$ cat src/rtl/uart_mem_loader.sv
// UART-fed boot loader: parses SYNC/ADDR/LEN/payload/CHK frames and writes the
// payload into RAM over the shared memory bus while holding the CPU off it.

`ifndef STORE_W
`define STORE_W 3'b010
`endif
`ifndef STORE_B
`define STORE_B 3'b000
`endif

module uart_mem_loader #(
    parameter logic [7:0]  SYNC_BYTE = 8'hA5,
    parameter int unsigned TIMEOUT   = 100000,
    parameter int unsigned TO_W      = 17
) (
    input  logic        clk,
    input  logic        rst,
    input  logic [7:0]  in_data,
    input  logic        in_valid,
    output logic        in_ready,
    output logic [31:0] bus_addr,
    output logic [31:0] bus_wd,
    output logic        bus_we,
    output logic [2:0]  bus_mem_ctrl,
    output logic        cpu_hold,
    output logic        busy,
    output logic        done,
    output logic        error
);

    localparam logic [2:0] S_IDLE  = 3'd0;
    localparam logic [2:0] S_ADDR  = 3'd1;
    localparam logic [2:0] S_LEN   = 3'd2;
    localparam logic [2:0] S_DATA  = 3'd3;
    localparam logic [2:0] S_WRITE = 3'd4;
    localparam logic [2:0] S_CHK   = 3'd5;
    localparam logic [2:0] S_DONE  = 3'd6;

    logic [2:0]      state, state_nxt;
    logic [31:0]     addr;
    logic [15:0]     rem;
    logic [1:0]      cnt;
    logic [23:0]     wbuf;
    logic [7:0]      acc_x;
    logic [TO_W-1:0] to_cnt;

    logic        take, counting, to_hit, tail;
    logic        sync_hit, err_set, wr_word, wr_byte;
    logic [15:0] len_full;

    assign take     = in_valid & in_ready;
    assign counting = (state == S_ADDR) || (state == S_LEN) ||
                      (state == S_DATA) || (state == S_CHK);
    assign to_hit   = counting && !take && (to_cnt == TO_W'(TIMEOUT - 1));
    // Below a word boundary with fewer than 4 bytes left, bytes go out singly
    assign tail     = (cnt == 2'd0) && (rem < 16'd4);
    assign len_full = {in_data, rem[15:8]};

    // State register
    always_ff @(posedge clk) begin
        if (rst) begin
            state <= S_IDLE;
        end else begin
            state <= state_nxt;
        end
    end

    // Next-state and per-cycle strobes
    always_comb begin
        state_nxt = state;
        sync_hit  = 1'b0;
        err_set   = 1'b0;
        wr_word   = 1'b0;
        wr_byte   = 1'b0;
        case (state)
            S_IDLE: begin
                if (take && in_data == SYNC_BYTE) begin
                    sync_hit  = 1'b1;
                    state_nxt = S_ADDR;
                end
            end
            S_ADDR: begin
                if (take && cnt == 2'd3) begin
                    state_nxt = S_LEN;
                end
            end
            S_LEN: begin
                if (take && cnt == 2'd1) begin
                    if (addr[1:0] != 2'b00) begin
                        err_set   = 1'b1;
                        state_nxt = S_IDLE;
                    end else if (len_full == 16'd0) begin
                        state_nxt = S_CHK;
                    end else begin
                        state_nxt = S_DATA;
                    end
                end
            end
            S_DATA: begin
                if (take) begin
                    if (tail) begin
                        wr_byte   = 1'b1;
                        state_nxt = S_WRITE;
                    end else if (cnt == 2'd3) begin
                        wr_word   = 1'b1;
                        state_nxt = S_WRITE;
                    end
                end
            end
            S_WRITE: begin
                state_nxt = (rem != 16'd0) ? S_DATA : S_CHK;
            end
            S_CHK: begin
                if (take) begin
                    err_set   = (in_data != acc_x);
                    state_nxt = S_DONE;
                end
            end
            S_DONE: begin
                state_nxt = S_IDLE;
            end
            default: begin
                state_nxt = S_IDLE;
            end
        endcase
        if (to_hit) begin
            err_set   = 1'b1;
            state_nxt = S_IDLE;
        end
    end

    // Registered outputs, decoded from the state being entered
    always_ff @(posedge clk) begin
        if (rst) begin
            in_ready     <= 1'b1;
            bus_we       <= 1'b0;
            bus_addr     <= 32'd0;
            bus_wd       <= 32'd0;
            bus_mem_ctrl <= `STORE_W;
            cpu_hold     <= 1'b0;
            busy         <= 1'b0;
            done         <= 1'b0;
            error        <= 1'b0;
        end else begin
            in_ready <= !((state_nxt == S_WRITE) || (state_nxt == S_DONE));
            busy     <= (state_nxt != S_IDLE);
            cpu_hold <= !((state_nxt == S_IDLE) || (state_nxt == S_DONE));
            done     <= (state_nxt == S_DONE) && !err_set && !error;
            bus_we   <= wr_word | wr_byte;
            if (wr_word) begin
                bus_addr     <= addr;
                bus_wd       <= {in_data, wbuf};
                bus_mem_ctrl <= `STORE_W;
            end else if (wr_byte) begin
                bus_addr     <= addr;
                bus_wd       <= {24'd0, in_data};
                bus_mem_ctrl <= `STORE_B;
            end
            if (err_set) begin
                error <= 1'b1;
            end else if (sync_hit) begin
                error <= 1'b0;
            end
        end
    end

    // Frame datapath: address/length shift-in, word assembly, checksum, timeout
    always_ff @(posedge clk) begin
        if (rst) begin
            addr   <= 32'd0;
            rem    <= 16'd0;
            cnt    <= 2'd0;
            wbuf   <= 24'd0;
            acc_x  <= 8'd0;
            to_cnt <= '0;
        end else begin
            to_cnt <= (take || !counting) ? '0 : to_cnt + TO_W'(1);
            if (sync_hit) begin
                cnt   <= 2'd0;
                acc_x <= 8'd0;
            end
            if (take && state == S_ADDR) begin
                addr <= {in_data, addr[31:8]};
                cnt  <= cnt + 2'd1;
            end
            if (take && state == S_LEN) begin
                rem <= len_full;
                cnt <= (cnt == 2'd1) ? 2'd0 : cnt + 2'd1;
            end
            if (take && state == S_DATA) begin
                acc_x <= acc_x ^ in_data;
                rem   <= rem - 16'd1;
                if (!tail) begin
                    case (cnt)
                        2'd0:    wbuf[7:0]   <= in_data;
                        2'd1:    wbuf[15:8]  <= in_data;
                        2'd2:    wbuf[23:16] <= in_data;
                        default: wbuf        <= wbuf;
                    endcase
                    cnt <= cnt + 2'd1;
                end
            end
            if (wr_word) begin
                addr <= addr + 32'd4;
            end else if (wr_byte) begin
                addr <= addr + 32'd1;
            end
        end
    end

endmodule

$ cat config.mk
export PLATFORM = sky130hd
export DESIGN_NAME = uart_mem_loader
export DESIGN_NICKNAME = d
export VERILOG_FILES = /design/src/rtl/uart_mem_loader.sv
export SDC_FILE = /design/constraint.sdc
export NUM_CORES = 1
export LEC_CHECK = 0
export CAP_MARGIN = 20
export CORE_UTILIZATION = 54
export CTS_BUF_LIST = sky130_fd_sc_hd__clkbuf_2
export DETAILED_ROUTE_END_ITERATION = 6
export PLACE_DENSITY = 0.79
export SLEW_MARGIN = 25
export SYNTH_ARGS = -nofsm -noshare
export SYNTH_HDL_FRONTEND = slang
export SYNTH_SLANG_ARGS = --single-unit
export TNS_END_PERCENT = 100
$ cat constraint.sdc
create_clock -name clk -period 2.2 [get_ports clk]
set_clock_uncertainty 0.1 [all_clocks]
set_input_delay 0.44 -clock clk [delete_from_list [all_inputs] [get_ports clk]]
set_output_delay 0.44 -clock clk [all_outputs]
set_load 0.03 [all_outputs]
==> flow_metrics.env, run 1 <==
export IMPL_p_comb_share_pct=12.1
export IMPL_hold_class="in -> reg"
export IMPL_die_y_um=131
export IMPL_worstRegToRegCells=8
export IMPL_die_w_um=131
export IMPL_synth_ff_type="dfxtp_1"
export IMPL_syn_area_per_cell_um2=7.77
export IMPL_synth_warning_count=0
export IMPL_drive_gt1_share_pct=29.3
export IMPL_clkSinkCount=173
export IMPL_num_rows=46
export IMPL_finalNetCount=1413
export IMPL_seq_power_share_pct=55.9
export IMPL_critPathSlowestCell="dfxtp_4"
export IMPL_reg2reg_to="addr[0]"
export IMPL_slew_viol_final=0
export IMPL_seq_area_frac_synth_pct=38.5
export IMPL_period_minus_slack_ps=2330
export IMPL_maxCapViolCount=0
export IMPL_crit_reg2reg_launch="rem[7]"
export IMPL_vdd_drop_max_uv=374
export IMPL_clk_latency_ps=830
export IMPL_grt_busiest_layer="met2"
export IMPL_fin_crit_sh_pct=106
export IMPL_grt_util_met3_pct=5.98
export IMPL_clock_power_share_pct=32.0
export IMPL_cts_path_max_buffers=2
export IMPL_final_antenna_net_count=0
export IMPL_grt_overflow_total=0
export IMPL_async_flop_share_pct=0
export IMPL_die_area_um2=17200
export IMPL_drtIter0Drc=1021
export IMPL_wirelength_mm=30.4
export IMPL_hpwl_mm=21.0
export IMPL_rsz0062_at_grt="yes"
export IMPL_cp_arrival_ps=2990
export IMPL_crit_type="reg -> reg"
export IMPL_switching_share_pct=32.0
export IMPL_fillCellCount=1192
export IMPL_crit_family="simple AND/OR/NAND/NOR gates"
export IMPL_cp_common_cell="buf_4"
export IMPL_ys_types=78
export IMPL_status="finished, violations left"
export IMPL_crit_path_start_kind="flip-flop"
export IMPL_grt_first_pass_wirelength_mm=47.0
export IMPL_cts_tree="done"
export IMPL_grt_util_met2_pct=56.4
export IMPL_fin_setup_tns_ps=-501
export IMPL_critPathMaxStageDelay_ps=430
export IMPL_final_seq_area_um2=3500
export IMPL_finalSetupViolCount=11
export IMPL_worstPathMaxFanout=3
export IMPL_dr_pass1_iters=6
export IMPL_layout_cells_non_filler=1621
export IMPL_r2r_slack_ps=-130
export IMPL_start_util_pct=56.1
export IMPL_cts_made_buffers=17
export IMPL_grt_start_max_net_pins=69
export IMPL_port_buffers=81
export IMPL_area_growth_pct=33.9
export IMPL_via_count=10100
export IMPL_worstSetupEndpointType="flip-flop"
export IMPL_max_clock_freq_mhz=429
export IMPL_fin_util_pct=75.1
export IMPL_startpoint="rem[7]"
export IMPL_switchingPower_mw=1.82
export IMPL_root_buffer="clkbuf_2"
export IMPL_synth_cells=1159
export IMPL_routed_via_density=6.21
export IMPL_crit_end="addr[0]"
export IMPL_slew_headroom_pct=60.8
export IMPL_grtUsageMet1_pct=42.4
export IMPL_ys_ff_latch=173
export IMPL_worstPathRequired_ps=2860
export IMPL_drc=0
export IMPL_clkTransAtPathRegs_ps=320
export IMPL_synth_area_um2=9000
export IMPL_grt_use_total_pct=34.0
export IMPL_tightest_slew_ps=583
export IMPL_hold_viol_final=0
export IMPL_setup_ws_ps=-131
export IMPL_antenna_found_initial=1
export IMPL_wl_per_cell_um=18.8
export IMPL_critPathBufInv=2
export IMPL_violations="setup timing"
export IMPL_ios=84
export IMPL_powerDensity_nw_per_um2=472
export IMPL_path_cells="nor4_4 -> buf_4 -> nand4_1 -> buf_4 -> o21ai_0 -> o21ai_1 -> a221oi_1 -> nor2_1"
export IMPL_p_int_mw=3.87
export IMPL_p_leak_nw=4.50
export IMPL_place_gp_congestion=1.00
export IMPL_dp_slack_ps=-468
export IMPL_synth_edf_count=0
export IMPL_post_place_cells=1571
export IMPL_cp_depth=8
export IMPL_grt_pass1_vias=9161
export IMPL_htreeDepth=4
export IMPL_coreArea_um2=16100
export IMPL_multiInputGateArea_um2=5270
cells in the final DEF (no fill, tap or decap), drive strengths merged, types with 37 or more instances in the layout:
cell / n
o21ai: 60
a22oi: 37
a21oi: 114
nand2: 160
nor2: 130
nand3: 58
clkdlybuf4s15: 48
clkbuf: 37
dfxtp: 173
buf: 235
how the worst min path moves through the flow:
stage                        to        start  depth (start not counted)
floorplan              wbuf[10]     wbuf[10]                          2
global placement    bus_addr[1]  bus_addr[1]                          2
detailed placement  bus_addr[2]  bus_addr[2]                          2
CTS                    wbuf[19]   in_data[3]                          4
global route           wbuf[19]   in_data[3]                          4
finish                 wbuf[19]   in_data[3]                          4
state kept, by name, indices dropped and copies added, names as in the netlist, 2 cells and up:
register,count
bus_wd,32
cnt,2
to_cnt,17
rem,16
addr,32
acc_x,8
state,3
wbuf,24
bus_addr,32
Yosys cell counts, types with 18 or more instances:
cell | count | area [um2]
dfxtp_1 | 173 | 3460
a22oi_1 | 37 | 278
buf_2 | 18 | 90.1
xor2_1 | 19 | 166
a21oi_1 | 114 | 571
clkbuf_1 | 60 | 225
nor4_1 | 22 | 138
nand2_1 | 159 | 597
nand4_1 | 19 | 119
inv_1 | 24 | 90.1
o21ai_0 | 57 | 285
nor2_1 | 128 | 480
nor3_1 | 24 | 120
nand3_1 | 57 | 285
xnor2_1 | 22 | 193
through the flow:
| stage | total power [mW] | hold WS, ps | area, um2 |
|---|---|---|---|
| after floorplan | 3.51 | 337 | 9040 |
| after global placement | 3.77 | 342 | 11300 |
| after detailed placement | 3.77 | 347 | 11300 |
| after CTS | 5.62 | 180 | 11800 |
| after global routing | 5.86 | 209 | 12100 |
| final | 5.69 | 226 | 12100 |
power groups by stage:
| stage | combinational, mW | clock [mW] | sequential [mW] |
|---|---|---|---|
| 4_1_cts | 0.580 | 1.85 | 3.18 |
| 3_3_place_gp | 0.533 | 0 | 3.23 |
| 2_1_floorplan | 0.267 | 0 | 3.24 |
| 5_1_grt | 0.720 | 1.96 | 3.19 |
| 6_report | 0.686 | 1.82 | 3.18 |
| 3_5_place_dp | 0.534 | 0 | 3.24 |
cell families after synthesis:
group                      count (synthesis)  share of synthesized area (%)
AOI/OAI and AO/OA                        303                           21.0
xor gates and xnor gates                  41                           3.99
adders and majority gates                 11                           1.53
buffers and inverters                    127                           7.05
DFF                                      173                           38.5
muxes                                     10                           1.11
other                                      1                         0.0416
and+or+nand+nor                          493                           26.8
routing by layer:
| metal | wire [um] | vias up |
|---|---|---|
| li1 | - | 4608 |
| met1 | 11900 | 4712 |
| met2 | 14200 | 580 |
| met3 | 2630 | 160 |
| met4 | 1670 | 0 |
| met5 | 0 | - |
area by class of cell:
cell class                      instances  area share, %
Multi-Input combinational cell        860           43.7
Clock buffer                           17          0.706
Antenna cell                            1         0.0208
Timing Repair Buffer                  315           21.9
Inverter                               24          0.747
Sequential cell                       173           29.1
Clock inverter                         15           1.57
Tap cell                              216           2.24
worst register-to-register path, delay by kind of cell, from the launching register on:
kind,cells,cell delay [ps]
and+or+nand+nor,3,690
buffers and inverters,2,460
DFF,1,430
AOI/OAI and AO/OA,3,590
what timing repair did:
| item | CTS | global route |
|---|---|---|
| buffers inserted | 2 | 13 |
| hold endpoints to repair | 20 | 0 |
| hold buffers | 1 | 0 |
| gates resized for setup | 193 | 103 |
| pin swaps | 11 | 32 |
| cloned | 1 | 1 |
| setup endpoints to repair | 145 | 116 |
(Power assumes the default switching activity.)
==> run 2: changes to the inputs <==
--- a/config.mk
+++ b/config.mk
@@ -6,10 +6,11 @@
 export NUM_CORES = 1
 export LEC_CHECK = 0
 export CAP_MARGIN = 20
+export CORE_MARGIN = 2
 export CORE_UTILIZATION = 54
 export CTS_BUF_LIST = sky130_fd_sc_hd__clkbuf_2
 export DETAILED_ROUTE_END_ITERATION = 6
-export PLACE_DENSITY = 0.79
+export PLACE_DENSITY = 0.82
 export SLEW_MARGIN = 25
 export SYNTH_ARGS = -nofsm -noshare
 export SYNTH_HDL_FRONTEND = slang
==> run 2 against run 1 <==
The run ends with DRC, setup timing left. Clock-buffer cell count did not move. Worst setup slack gained 120 ps. First-iteration DRC count is 24% higher. Register-to-register slack better by 120 ps. Clock power grew 2%. Die area grew 3.1%. Utilization decreased by 3.4 points. Via count is 1.1% lower. Total power down 0.12%. Non-clock buffer count down 18. Largest power group unchanged. Highest routed layer unchanged.
==> flow_metrics.env, run 2 (synthesis results as in run 1) <==
export IMPL_max_clock_freq_mhz=453
export IMPL_cts_path_max_buffers=2
export IMPL_grt_first_pass_wirelength_mm=45.1
export IMPL_whs_ps=264
export IMPL_p_comb_share_pct=11.5
export IMPL_finalNetCount=1395
export IMPL_worstSetupEndpointType="flip-flop"
export IMPL_clock_power_share_pct=32.7
export IMPL_post_place_cells=1557
export IMPL_dr_pass1_iters=7
export IMPL_place_gp_congestion=1.01
export IMPL_die_area_um2=17700
export IMPL_clk_latency_ps=800
export IMPL_vdd_drop_max_uv=453
export IMPL_worstPathMaxFanout=3
export IMPL_hpwl_mm=20.5
export IMPL_coreArea_um2=16500
export IMPL_drc=28
export IMPL_routed_via_density=6.19
export IMPL_layout_cells_non_filler=1607
export IMPL_antenna_found_initial=1
export IMPL_final_cell_mix="197 x buf_4, 155 x nand2_1, 153 x dfxtp_1"
export IMPL_slew_headroom_pct=65.2
export IMPL_htreeDepth=4
export IMPL_drtIter0Drc=1268
export IMPL_wl_per_cell_um=18.4
export IMPL_root_buffer="clkbuf_2"
export IMPL_start_util_pct=54.7
export IMPL_ios=84
export IMPL_setup_ws_ps=-6.49
export IMPL_via_count=9954
export IMPL_seq_power_share_pct=55.8
export IMPL_p_leak_nw=4.44
export IMPL_grt_use_total_pct=31.6
export IMPL_area_growth_pct=31.1
export IMPL_hold_viol_final=0
export IMPL_cts_made_buffers=17
export IMPL_violations="DRC, setup timing"
export IMPL_clkSinkCount=173
export IMPL_crit_path_start_kind="flip-flop"
export IMPL_cp_arrival_ps=2860
export IMPL_switching_share_pct=30.6
export IMPL_wirelength_mm=29.6
export IMPL_period_minus_slack_ps=2210
export IMPL_rsz0062_at_grt="yes"
export IMPL_powerDensity_nw_per_um2=482
export IMPL_die_w_um=133
export IMPL_p_total_mw=5.69
export IMPL_num_rows=47
export IMPL_finalSetupViolCount=2
export IMPL_die_y_um=133
export IMPL_tightest_slew_ps=521
export IMPL_clkTransAtPathRegs_ps=300
export IMPL_worstPathRequired_ps=2860
export IMPL_placed_cell_area_um2=11100
export IMPL_fin_crit_sh_pct=100
export IMPL_fin_setup_tns_ps=-9.50
export IMPL_cts_tree="done"
export IMPL_crit_type="reg -> reg"
export IMPL_maxCapViolCount=0
export IMPL_drive_gt1_share_pct=26.9
export IMPL_hold_class="in -> reg"
export IMPL_finalInstanceArea_um2=11800
export IMPL_slew_viol_final=0
export IMPL_final_antenna_net_count=0
export IMPL_grt_overflow_total=0
export IMPL_grt_pass1_vias=9116
export IMPL_r2r_slack_ps=-6
export IMPL_status="finished, violations left"
export IMPL_port_buffers=81
export IMPL_layout_commonest_cell="buf_4"
export IMPL_switchingPower_mw=1.74
export IMPL_top_regs="addr: 32 flops, bus_addr: 32 flops, bus_wd: 32 flops"
export IMPL_p_int_mw=3.95
export IMPL_grt_start_max_net_pins=52
-- run 2: changes by cell type in the layout (fill, tap and decap cells not counted), moves of 3 or more --
cell,before,now
buf_12,7,3
buf_4,213,197
buf_6,11,16
clkdlybuf4s15_1,23,28
clkdlybuf4s15_2,25,2
dfxtp_1,150,153
dfxtp_2,19,16
dlygate4sd2_1,2,21
nor4_2,4,8
nor4_4,6,2
o21ai_0,52,48
o21ai_1,4,8
-- run 2: worst paths after layout --
kind                start           end  cells past startpoint
max               rem[14]      addr[14]                      6
min            in_data[4]      wbuf[20]                      4
max reg2reg       rem[14]      addr[14]                      6
min reg2reg  bus_addr[28]  bus_addr[28]                      2
-- run 2: what timing repair did --
action / CTS / global route
buffers inserted: 3 / 13
hold endpoints to repair: 16 / 0
setup endpoints to repair: 167 / 123
pin swaps: 8 / 33
gates resized for setup: 133 / 125
hold buffers: 1 / 0
-- run 2: layer usage --
| metal | vias to the layer above | GRT usage, % | wire length [um] |
|---|---|---|---|
| li1 | 4572 | - | - |
| met2 | 606 | 52.7 | 14000 |
| met3 | 150 | 5.59 | 2510 |
| met5 | - | 0 | 0 |
| met4 | 0 | 15.7 | 1610 |
| met1 | 4626 | 39.5 | 11500 |
-- run 2: layout make-up --
type	count	area (um2)
diodes	1	2.50
clock buffers	17	85.1
clock inverters	15	195
fillers	1285	4660
inverters	24	90.1
multi-input cells	860	5250
flip-flops and latches	173	3500
well taps	220	275
repair buffers	297	2410
-- run 2: worst max-delay path, cell delays in order, from the launching register on --
cell	delay, ps
dfxtp_2	400
or4_4	560
nor3_4	270
and4_4	290
nand2b_1	60
a311o_1	350
a21oi_1	140
-- run 2: power groups by stage --
stage | combinational, mW | sequential [mW] | clock (mW)
floorplan | 0.267 | 3.24 | 0
global placement | 0.535 | 3.23 | 0
detailed placement | 0.538 | 3.23 | 0
CTS | 0.583 | 3.18 | 1.87
global route | 0.699 | 3.18 | 1.98
finish | 0.654 | 3.17 | 1.86
-- run 2: through the flow --
step           util, %  worst slack (ps)
2_1_floorplan        -             -1.41
3_3_place_gp      67.5              -449
3_5_place_dp      67.5              -586
4_1_cts           69.8             -9.62
5_1_grt           71.7              -102
6_report          71.7             -6.49
